**config.mk**
```make
export PLATFORM = sky130hd
export DESIGN_NAME = reset_sequencer_flat
export DESIGN_NICKNAME = d
export VERILOG_FILES = /design/src/rtl/reset_sequencer_if.sv /design/src/rtl/reset_sequencer.sv /design/src/flat_wrapper.sv
export SDC_FILE = /design/constraint.sdc
export NUM_CORES = 1
export LEC_CHECK = 0
export ABC_AREA = 1
export BUFFER_PORTS_ARGS = -buffer_cell sky130_fd_sc_hd__clkbuf_2
export CORE_ASPECT_RATIO = 1.75
export CORE_MARGIN = 8
export CORE_UTILIZATION = 45
export DETAILED_ROUTE_END_ITERATION = 7
export PLACE_DENSITY = 0.61
export SLEW_MARGIN = 10
export SYNTH_ARGS = -nofsm -noshare
export SYNTH_HDL_FRONTEND = slang
export SYNTH_SLANG_ARGS = --single-unit
export TNS_END_PERCENT = 30
```
**constraint.sdc**
```tcl
create_clock -name clk -period 3.5 [get_ports clk]
set_clock_uncertainty 0.15 [all_clocks]
set_input_delay 0.525 -clock clk [delete_from_list [all_inputs] [get_ports clk]]
set_output_delay 0.525 -clock clk [all_outputs]
set_load 0.01 [all_outputs]
```
**src/rtl/reset_sequencer_if.sv**
```systemverilog
// Board-side reset inputs and sequenced domain-reset outputs of the reset sequencer.
// The master side drives the raw pins; the sequencer connects as slave.
interface reset_sequencer_if #(
  parameter int N_DOMAINS = 3
);
  logic                 ext_reset_n;
  logic                 pll_locked;
  logic [N_DOMAINS-1:0] dom_rst_n;
  logic                 all_released;
  logic                 lock_lost;
  logic [1:0]           state_o;

  modport master (
    output ext_reset_n, pll_locked,
    input  dom_rst_n, all_released, lock_lost, state_o
  );

  modport slave (
    input  ext_reset_n, pll_locked,
    output dom_rst_n, all_released, lock_lost, state_o
  );
endinterface

```
**src/rtl/reset_sequencer.sv**
```systemverilog
// Conditions the board button and PLL lock, holds all domains in reset, then releases
// N_DOMAINS resets in order; any loss of button or lock drops every domain back to reset.
module reset_sequencer #(
  parameter int SYNC_STAGES     = 2,
  parameter int DEBOUNCE_CYCLES = 4,
  parameter int HOLD_CYCLES     = 16,
  parameter int N_DOMAINS       = 3,
  parameter int GAP_CYCLES      = 8
) (
  input logic              clk,
  input logic              rst_n,
  reset_sequencer_if.slave bus
);
  localparam int MAX_HG  = (HOLD_CYCLES > GAP_CYCLES) ? HOLD_CYCLES : GAP_CYCLES;
  localparam int MAX_CNT = (MAX_HG > DEBOUNCE_CYCLES) ? MAX_HG : DEBOUNCE_CYCLES;
  localparam int CNT_W   = $clog2(MAX_CNT + 1);
  localparam int IDX_W   = $clog2(N_DOMAINS + 1);

  localparam logic [CNT_W-1:0] HOLD_LAST = CNT_W'(HOLD_CYCLES - 1);
  localparam logic [CNT_W-1:0] GAP_LAST  = CNT_W'(GAP_CYCLES - 1);
  localparam logic [CNT_W-1:0] DEB_FULL  = CNT_W'(DEBOUNCE_CYCLES);
  localparam logic [IDX_W-1:0] IDX_LAST  = IDX_W'(N_DOMAINS - 1);

  typedef enum logic [1:0] {
    S_ASSERT  = 2'd0,
    S_HOLD    = 2'd1,
    S_RELEASE = 2'd2,
    S_RUN     = 2'd3
  } state_t;

  function automatic logic [CNT_W-1:0] sat_inc(input logic [CNT_W-1:0] v,
                                              input logic [CNT_W-1:0] lim);
    return (v == lim) ? v : v + 1'b1;
  endfunction

  logic [SYNC_STAGES-1:0] ext_sync, lock_sync;
  logic                   ext_s, lock_s;
  logic [CNT_W-1:0]       deb_cnt;
  logic                   ext_ok, ext_ok_nxt, rel_ok, lock_bad;

  state_t               state, state_nxt;
  logic [CNT_W-1:0]     cnt, cnt_nxt;
  logic [IDX_W-1:0]     idx, idx_nxt;
  logic [N_DOMAINS-1:0] dom, dom_nxt;
  logic                 all_rel, all_nxt, lost, lost_nxt;

  assign ext_s  = ext_sync[SYNC_STAGES-1];
  assign lock_s = lock_sync[SYNC_STAGES-1];
  // Release needs a full debounce window; a single low sample drops ext_ok straight into rel_ok.
  assign ext_ok_nxt = ext_s & (ext_ok | (deb_cnt == DEB_FULL));

  always_ff @(posedge clk) begin
    if (!rst_n) begin
      ext_sync  <= '0;
      lock_sync <= '0;
      deb_cnt   <= '0;
      ext_ok    <= 1'b0;
      rel_ok    <= 1'b0;
      lock_bad  <= 1'b0;
    end else begin
      ext_sync  <= {ext_sync[SYNC_STAGES-2:0], bus.ext_reset_n};
      lock_sync <= {lock_sync[SYNC_STAGES-2:0], bus.pll_locked};
      deb_cnt   <= ext_s ? sat_inc(deb_cnt, DEB_FULL) : '0;
      ext_ok    <= ext_ok_nxt;
      rel_ok    <= ext_ok_nxt & lock_s;
      lock_bad  <= ~lock_s;
    end
  end

  always_comb begin
    state_nxt = state;
    cnt_nxt   = cnt;
    idx_nxt   = idx;
    dom_nxt   = dom;
    all_nxt   = all_rel;
    lost_nxt  = lost;
    unique case (state)
      S_ASSERT: begin
        dom_nxt = '0;
        all_nxt = 1'b0;
        if (rel_ok) begin
          state_nxt = S_HOLD;
          cnt_nxt   = '0;
        end
      end
      S_HOLD: begin
        if (cnt == HOLD_LAST) begin
          state_nxt = S_RELEASE;
          cnt_nxt   = '0;
          idx_nxt   = '0;
          dom_nxt   = N_DOMAINS'(1);
        end else begin
          cnt_nxt = cnt + 1'b1;
        end
      end
      S_RELEASE: begin
        // Released bits are contiguous from bit 0, so the next domain is a shift-in of a one.
        if (idx == IDX_LAST) begin
          state_nxt = S_RUN;
          dom_nxt   = '1;
          all_nxt   = 1'b1;
          cnt_nxt   = '0;
        end else if (cnt == GAP_LAST) begin
          idx_nxt = idx + 1'b1;
          cnt_nxt = '0;
          dom_nxt = (dom << 1) | N_DOMAINS'(1);
        end else begin
          cnt_nxt = cnt + 1'b1;
        end
      end
      S_RUN: begin
        dom_nxt = '1;
        all_nxt = 1'b1;
      end
      default: state_nxt = S_ASSERT;
    endcase

    if (state != S_ASSERT && !rel_ok) begin
      state_nxt = S_ASSERT;
      cnt_nxt   = '0;
      idx_nxt   = '0;
      dom_nxt   = '0;
      all_nxt   = 1'b0;
      if (lock_bad) lost_nxt = 1'b1;
    end
  end

  always_ff @(posedge clk) begin
    if (!rst_n) begin
      state   <= S_ASSERT;
      cnt     <= '0;
      idx     <= '0;
      dom     <= '0;
      all_rel <= 1'b0;
      lost    <= 1'b0;
    end else begin
      state   <= state_nxt;
      cnt     <= cnt_nxt;
      idx     <= idx_nxt;
      dom     <= dom_nxt;
      all_rel <= all_nxt;
      lost    <= lost_nxt;
    end
  end

  assign bus.dom_rst_n    = dom;
  assign bus.all_released = all_rel;
  assign bus.lock_lost    = lost;
  assign bus.state_o      = state;
endmodule

```
**src/flat_wrapper.sv**
```systemverilog
// flat-port wrapper written by rule: the top's interface ports become plain ports
module reset_sequencer_flat 
#(
  parameter int SYNC_STAGES     = 2,
  parameter int DEBOUNCE_CYCLES = 4,
  parameter int HOLD_CYCLES     = 16,
  parameter int N_DOMAINS       = 3,
  parameter int GAP_CYCLES      = 8
)
  (clk, rst_n, bus_ext_reset_n, bus_pll_locked, bus_dom_rst_n, bus_all_released, bus_lock_lost, bus_state_o);
  reset_sequencer_if #(.N_DOMAINS(N_DOMAINS)) bus_i ();
  input logic clk;
  input logic rst_n;
  input wire logic [$bits(bus_i.ext_reset_n)-1:0] bus_ext_reset_n;
  input wire logic [$bits(bus_i.pll_locked)-1:0] bus_pll_locked;
  output wire logic [$bits(bus_i.dom_rst_n)-1:0] bus_dom_rst_n;
  output wire logic [$bits(bus_i.all_released)-1:0] bus_all_released;
  output wire logic [$bits(bus_i.lock_lost)-1:0] bus_lock_lost;
  output wire logic [$bits(bus_i.state_o)-1:0] bus_state_o;
  assign bus_i.ext_reset_n = bus_ext_reset_n;
  assign bus_i.pll_locked = bus_pll_locked;
  assign bus_dom_rst_n = bus_i.dom_rst_n;
  assign bus_all_released = bus_i.all_released;
  assign bus_lock_lost = bus_i.lock_lost;
  assign bus_state_o = bus_i.state_o;
  reset_sequencer #(.SYNC_STAGES(SYNC_STAGES), .DEBOUNCE_CYCLES(DEBOUNCE_CYCLES), .HOLD_CYCLES(HOLD_CYCLES), .N_DOMAINS(N_DOMAINS), .GAP_CYCLES(GAP_CYCLES)) u_core (.clk(clk), .rst_n(rst_n), .bus(bus_i));
endmodule
```
== Word-level counts from Yosys, hierarchy flattened ==
Cells that the tools add are included.
Storage, ports and cells
  logic and storage cells: 67
  output and inout port bits: 7
  input port bits: 4
  flip-flop bits (word level): 26
Operators by class
  add/sub/neg operators: 3
  multiplexer cells: 19
  bitwise gates (word level): 5
  reduce and logical (&&, ||, !) cells: 15
  equality and inequality tests: 13
Operator list (number)
  $mux 5: 4
  $pmux 5 s3: 1
  $mux 2: 6
  $pmux 3 s4: 1
  $add 5x1->5 const B: 2
  $eq 5x3->1 const B: 2
  $reduce_and 2->1: 5
  $mux 3: 3
  $ne 2x1->1 const B: 4
  $reduce_and 4->1: 2
  $eq 2x2->1 const B: 3
  $pmux 2 s3: 1
  $reduce_bool 3->1: 2
  $eq 5x4->1 const B: 1
  $pmux 2 s2: 1
  $reduce_bool 2->1: 2
  $ne 3x1->1 const B: 1
  $pmux 1 s3: 1
  $add 2x1->2 const B: 1
  $and 1x1->1: 2
  $eq 2x1->1 const B: 1
  $logic_not 2->1: 1
  $ne 2x2->1 const B: 1
  $not 1->1: 2
  other kinds (5): 5

== Longest topological paths before layout ==
  depth in word-level cells: 4
  gate-level depth with buffers: 11

== Least setup slack after synthesis ==
No wires, ideal clock.
  kind: reg2reg
  start: register u_core.cnt[0]
  end: register u_core.state[1], in the netlist u_core.bus.state_o[1]
  period minus slack after synthesis: 1.621 ns
  data arrival time: 1.356 ns
  cell stages (with the launch flop): 12
  buffers on the path: 0
  setup slack: 1.879 ns
  library setup time: 0.116 ns
  cells stage by stage: dfxtp_1 ha_1 nand2_2 nor2_1 ha_1 inv_1 nand2_4 nand2_1 nor2_2 inv_1 nand2_1 a21oi_1
Between the ends
  cells in the longest elaborated chain, start to end: 3
Ends and longest elaborated chain
  from (decl): line reset_sequencer.sv:42  | logic [CNT_W-1:0] cnt, cnt_nxt;
  from (signal assigned): line reset_sequencer.sv:138  | cnt <= cnt_nxt;
  $eq 5x4->1: line reset_sequencer.sv:87  | if (cnt == HOLD_LAST) begin
  $ne 2x1->1 (no source line)
  $reduce_and 4->1 (no source line)
  to (signal assigned): line reset_sequencer.sv:137  | state <= state_nxt;
  to (decl): line reset_sequencer.sv:41  | state_t state, state_nxt;
Every way passes these cells.
A chain may end at the register's enable or synchronous reset.

== Worst setup path after layout ==
  start: register u_core.state[0], in the netlist u_core.bus.state_o[0]
  end: register u_core.cnt[0]
Between the ends
  cells in the longest elaborated chain, start to end: 3
Ends and longest elaborated chain
  $eq 2x1->1, or another cell as far along: line reset_sequencer.sv:77  | unique case (state)
  $reduce_bool 3->1 (no source line), or another cell as far along
  $reduce_and 2->1 (no source line) or $reduce_or 2->1 (tied branches)
Parallel ways exist; a longest one is shown, timed or not.

==> impl_metrics.json <==
{
  "outcome": "completed",
  "core_mm2": 0.00286,
  "start_kind": "flip-flop",
  "cts_root_buffer": "clkbuf_8",
  "synthFlopType": "dfxtp_1",
  "crit_chain": "inv_1 -> ha_1 -> inv_2 -> o21ai_4 -> nor2_1 -> nand2_1 -> a21oi_1",
  "post-route-min-period_ns": 1.80,
  "grt_pass1_vias": 1149,
  "via_per_inst": 5.08,
  "syn_to_final_growth_pct": 11.9,
  "whs_path_depth": 1,
  "setup_viol": 0,
  "die_h_um": 87.5,
  "crit_family": "flip-flops",
  "initial_core_util_pct": 45.9,
  "yosys_warnings": 0,
  "grt_setup_unrepaired": "false",
  "die_area_mm2": 0.00498,
  "syn-cell-area_mm2": 0.00132,
  "hold_buffers": 0,
  "drive_gt1_share_pct": 17.3,
  "max_freq_mhz": 556,
  "ys_ff_latch": 26,
  "cp_slowest_stage_delay_ns": 0.45,
  "slew_headroom_pct": 76.7,
  "cts_tree": "yes",
  "ys_seq_area_share_pct": 39.6,
  "cts_setup_buffers": 0,
  "leakage_nw": 0.628,
  "cts_buffers": 3,
  "reg2reg_depth": 7,
  "grt_start_max_net_pins": 16,
  "numPortBuffers": 10,
  "vias": 1083,
  "track_usage_pct": 11.0,
  "finish.instance_area_mm2": 0.00147,
  "drt_wl_total_um": 2470,
  "worstPathMaxFanout": 6,
  "finalMaxSlewViolations": 0,
  "ios": 11,
  "holdPathEnd": "u_core.lock_bad$_SDFF_PN0_",
  "worst-path-buf-inv": 2,
  "r2r-start": "u_core.bus.state_o[0]$_SDFFE_PP0P_",
  "syn_nets": 187,
  "crit_path_end_kind": "flip-flop",
  "avgRoutedWirePerCell_um": 11.6,
  "cts.sinks": 26,
  "synth_top_area_share_pct": 39.6,
  "grt_pass1_wl_um": 4430,
  "num_rows": 26,
  "diodes": 0,
  "finalCritPeriodShare_pct": 51.3,
  "holdCritStartpoint": "u_core.lock_sync[1]$_SDFF_PN0_",
  "worstPathArrival_ns": 1.85,
  "post-route-drc-count": 0,
  "max_cap_violations": 0,
  "async_reset_ff_share_pct": 0,
  "crit_slowest_cell": "dfxtp_1",
  "crit_cells": 7,
  "pwr_density_cell_mw_per_mm2": 461,
  "dr.pass1.iters": 4,
  "hp-class": "flip-flop to flip-flop",
  "finalSetupTns_ns": 0,
  "rr_endpoint": "u_core.cnt[0]$_SDFFE_PP0P_",
  "synthTopCellsByArea": "dfxtp_1 40%, ha_1 11%, nand2_1 9.4%",
  "antenna_found_initial": 0,
  "synth_enable_flop_cells": 0,
  "yosysTopAreaCell": "dfxtp_1",
  "clk-insertion-delay-late_ns": 0.27,
  "placed_area_mm2": 0.00140,
  "cts-resized-gates": 0,
  "path_class": "flip-flop to flip-flop",
  "avgSynthCellArea_um2": 7.69,
  "htree_levels": 1,
  "syn-instance-count": 171,
  "dieWidth_um": 56.9,
  "cts_buffer_depth": 2,
  "first_iter_violations": 11,
  "yosysUniqueCellTypes": 26,
  "reg2reg_slack_ns": 1.70,
  "ir_worst_vdd_v": 0.000295,
  "hold_violations": 0,
  "required_ns": 3.55,
  "grt_overflow": 0,
  "detail-route-antenna-nets": 0,
  "routabilityCongestion": 0.836,
  "clk_pin_slew_worst_paths_ns": 0.09,
  "worstMarginPinSlew_ns": 0.348,
  "final_nets": 202,
  "dp_hpwl_um": 2000
}
[worst reg2reg max path, stage by stage (launching register included)]
cell and delay [ns]:
dfxtp_1 0.45, inv_1 0.12, ha_1 0.24, inv_2 0.11
o21ai_4 0.09, nor2_1 0.30, nand2_1 0.12, a21oi_1 0.15
[state kept, by name (all words and copies together) (netlist names)]
register,flops
u_core.bus.lock_lost,1
u_core.ext_ok,1
u_core.deb_cnt,5
u_core.lock_bad,1
u_core.rel_ok,1
u_core.bus.state_o,2
u_core.bus.dom_rst_n,3
u_core.cnt,5
u_core.bus.all_released,1
u_core.lock_sync,2
u_core.ext_sync,2
u_core.idx,2
[cell usage after synthesis, drive strengths merged, types with 2 or more instances]
| library cell | number |
|---|---|
| o21ai | 9 |
| nand3 | 9 |
| ha | 12 |
| nand4 | 3 |
| dfxtp | 26 |
| inv | 33 |
| or2 | 2 |
| nor2 | 12 |
| a21oi | 19 |
| nand2 | 39 |
[placed cells by master (no fill, tap or decap), types with 5 or more instances in the layout]
master | netlist | final
a21oi_1 | 18 | 18
clkbuf_2 | 0 | 10
dfxtp_1 | 26 | 26
ha_1 | 12 | 12
inv_1 | 28 | 28
inv_2 | 5 | 5
nand2_1 | 33 | 33
nand3_1 | 7 | 7
nor2_1 | 11 | 11
o21ai_0 | 7 | 7
[how the worst max path moves through the flow]
stage / startpoint / slack (ns) / end
after floorplan: u_core.cnt[0]$_SDFFE_PP0P_ / 1.88 / u_core.bus.state_o[1]$_SDFFE_PP0P_
after global placement: u_core.cnt[0]$_SDFFE_PP0P_ / 1.81 / u_core.bus.state_o[1]$_SDFFE_PP0P_
after detailed placement: u_core.cnt[1]$_SDFFE_PP0P_ / 1.76 / u_core.cnt[2]$_SDFFE_PP0P_
after CTS: u_core.bus.state_o[0]$_SDFFE_PP0P_ / 1.71 / u_core.cnt[1]$_SDFFE_PP0P_
after global routing: u_core.cnt[1]$_SDFFE_PP0P_ / 1.57 / u_core.bus.state_o[1]$_SDFFE_PP0P_
final: u_core.bus.state_o[0]$_SDFFE_PP0P_ / 1.70 / u_core.cnt[0]$_SDFFE_PP0P_
[cells by family after synthesis]
group	after synthesis	synth area share, %
AO/OA/AOI/OAI	29	12.8
XOR/XNOR	2	1.33
adder cells (fa/ha/maj)	12	11.4
buffers and inverters	34	9.80
flip-flops	26	39.6
AND/OR/NAND/NOR	68	25.0
[routing by layer]
layer / routed length (um) / vias up / GRT usage [%]
met5: 0 / - / 0
met4: 102 / 0 / 8.15
met3: 83 / 11 / 2.78
met2: 1350 / 18 / 21.3
met1: 937 / 491 / 8.85
li1: - / 563 / -
[through the flow]
step           util, %  worst slack [ns]  cells  hold WS, ns  power [mW]
6_report          51.4              1.70    213        0.262       0.679
5_1_grt           51.4              1.57    213        0.271       0.721
4_1_cts           51.4              1.71    213        0.273       0.686
3_5_place_dp      48.9              1.76    209        0.256       0.438
3_3_place_gp      48.9              1.81    209        0.246       0.436
2_1_floorplan        -              1.88    171        0.235       0.408
[where the power goes]
group	switching, mW	total [mW]	internal, mW	leakage, nW
clock network	0.0970	0.250	0.153	0.0357
logic	0.0719	0.112	0.0404	0.381
registers	0.00819	0.317	0.308	0.211
total	0.177	0.679	0.502	0.628
[layout make-up]
class,count,area [um^2]
sequential,26,520
clock buffer,3,41.3
fill,289,1390
inverter,34,129
tap,28,35.0
timing repair buffer,10,50.0
multi-input combinational,111,666
clock inverter,1,30.0
Note: power is estimated with default switching activity, not from simulation.
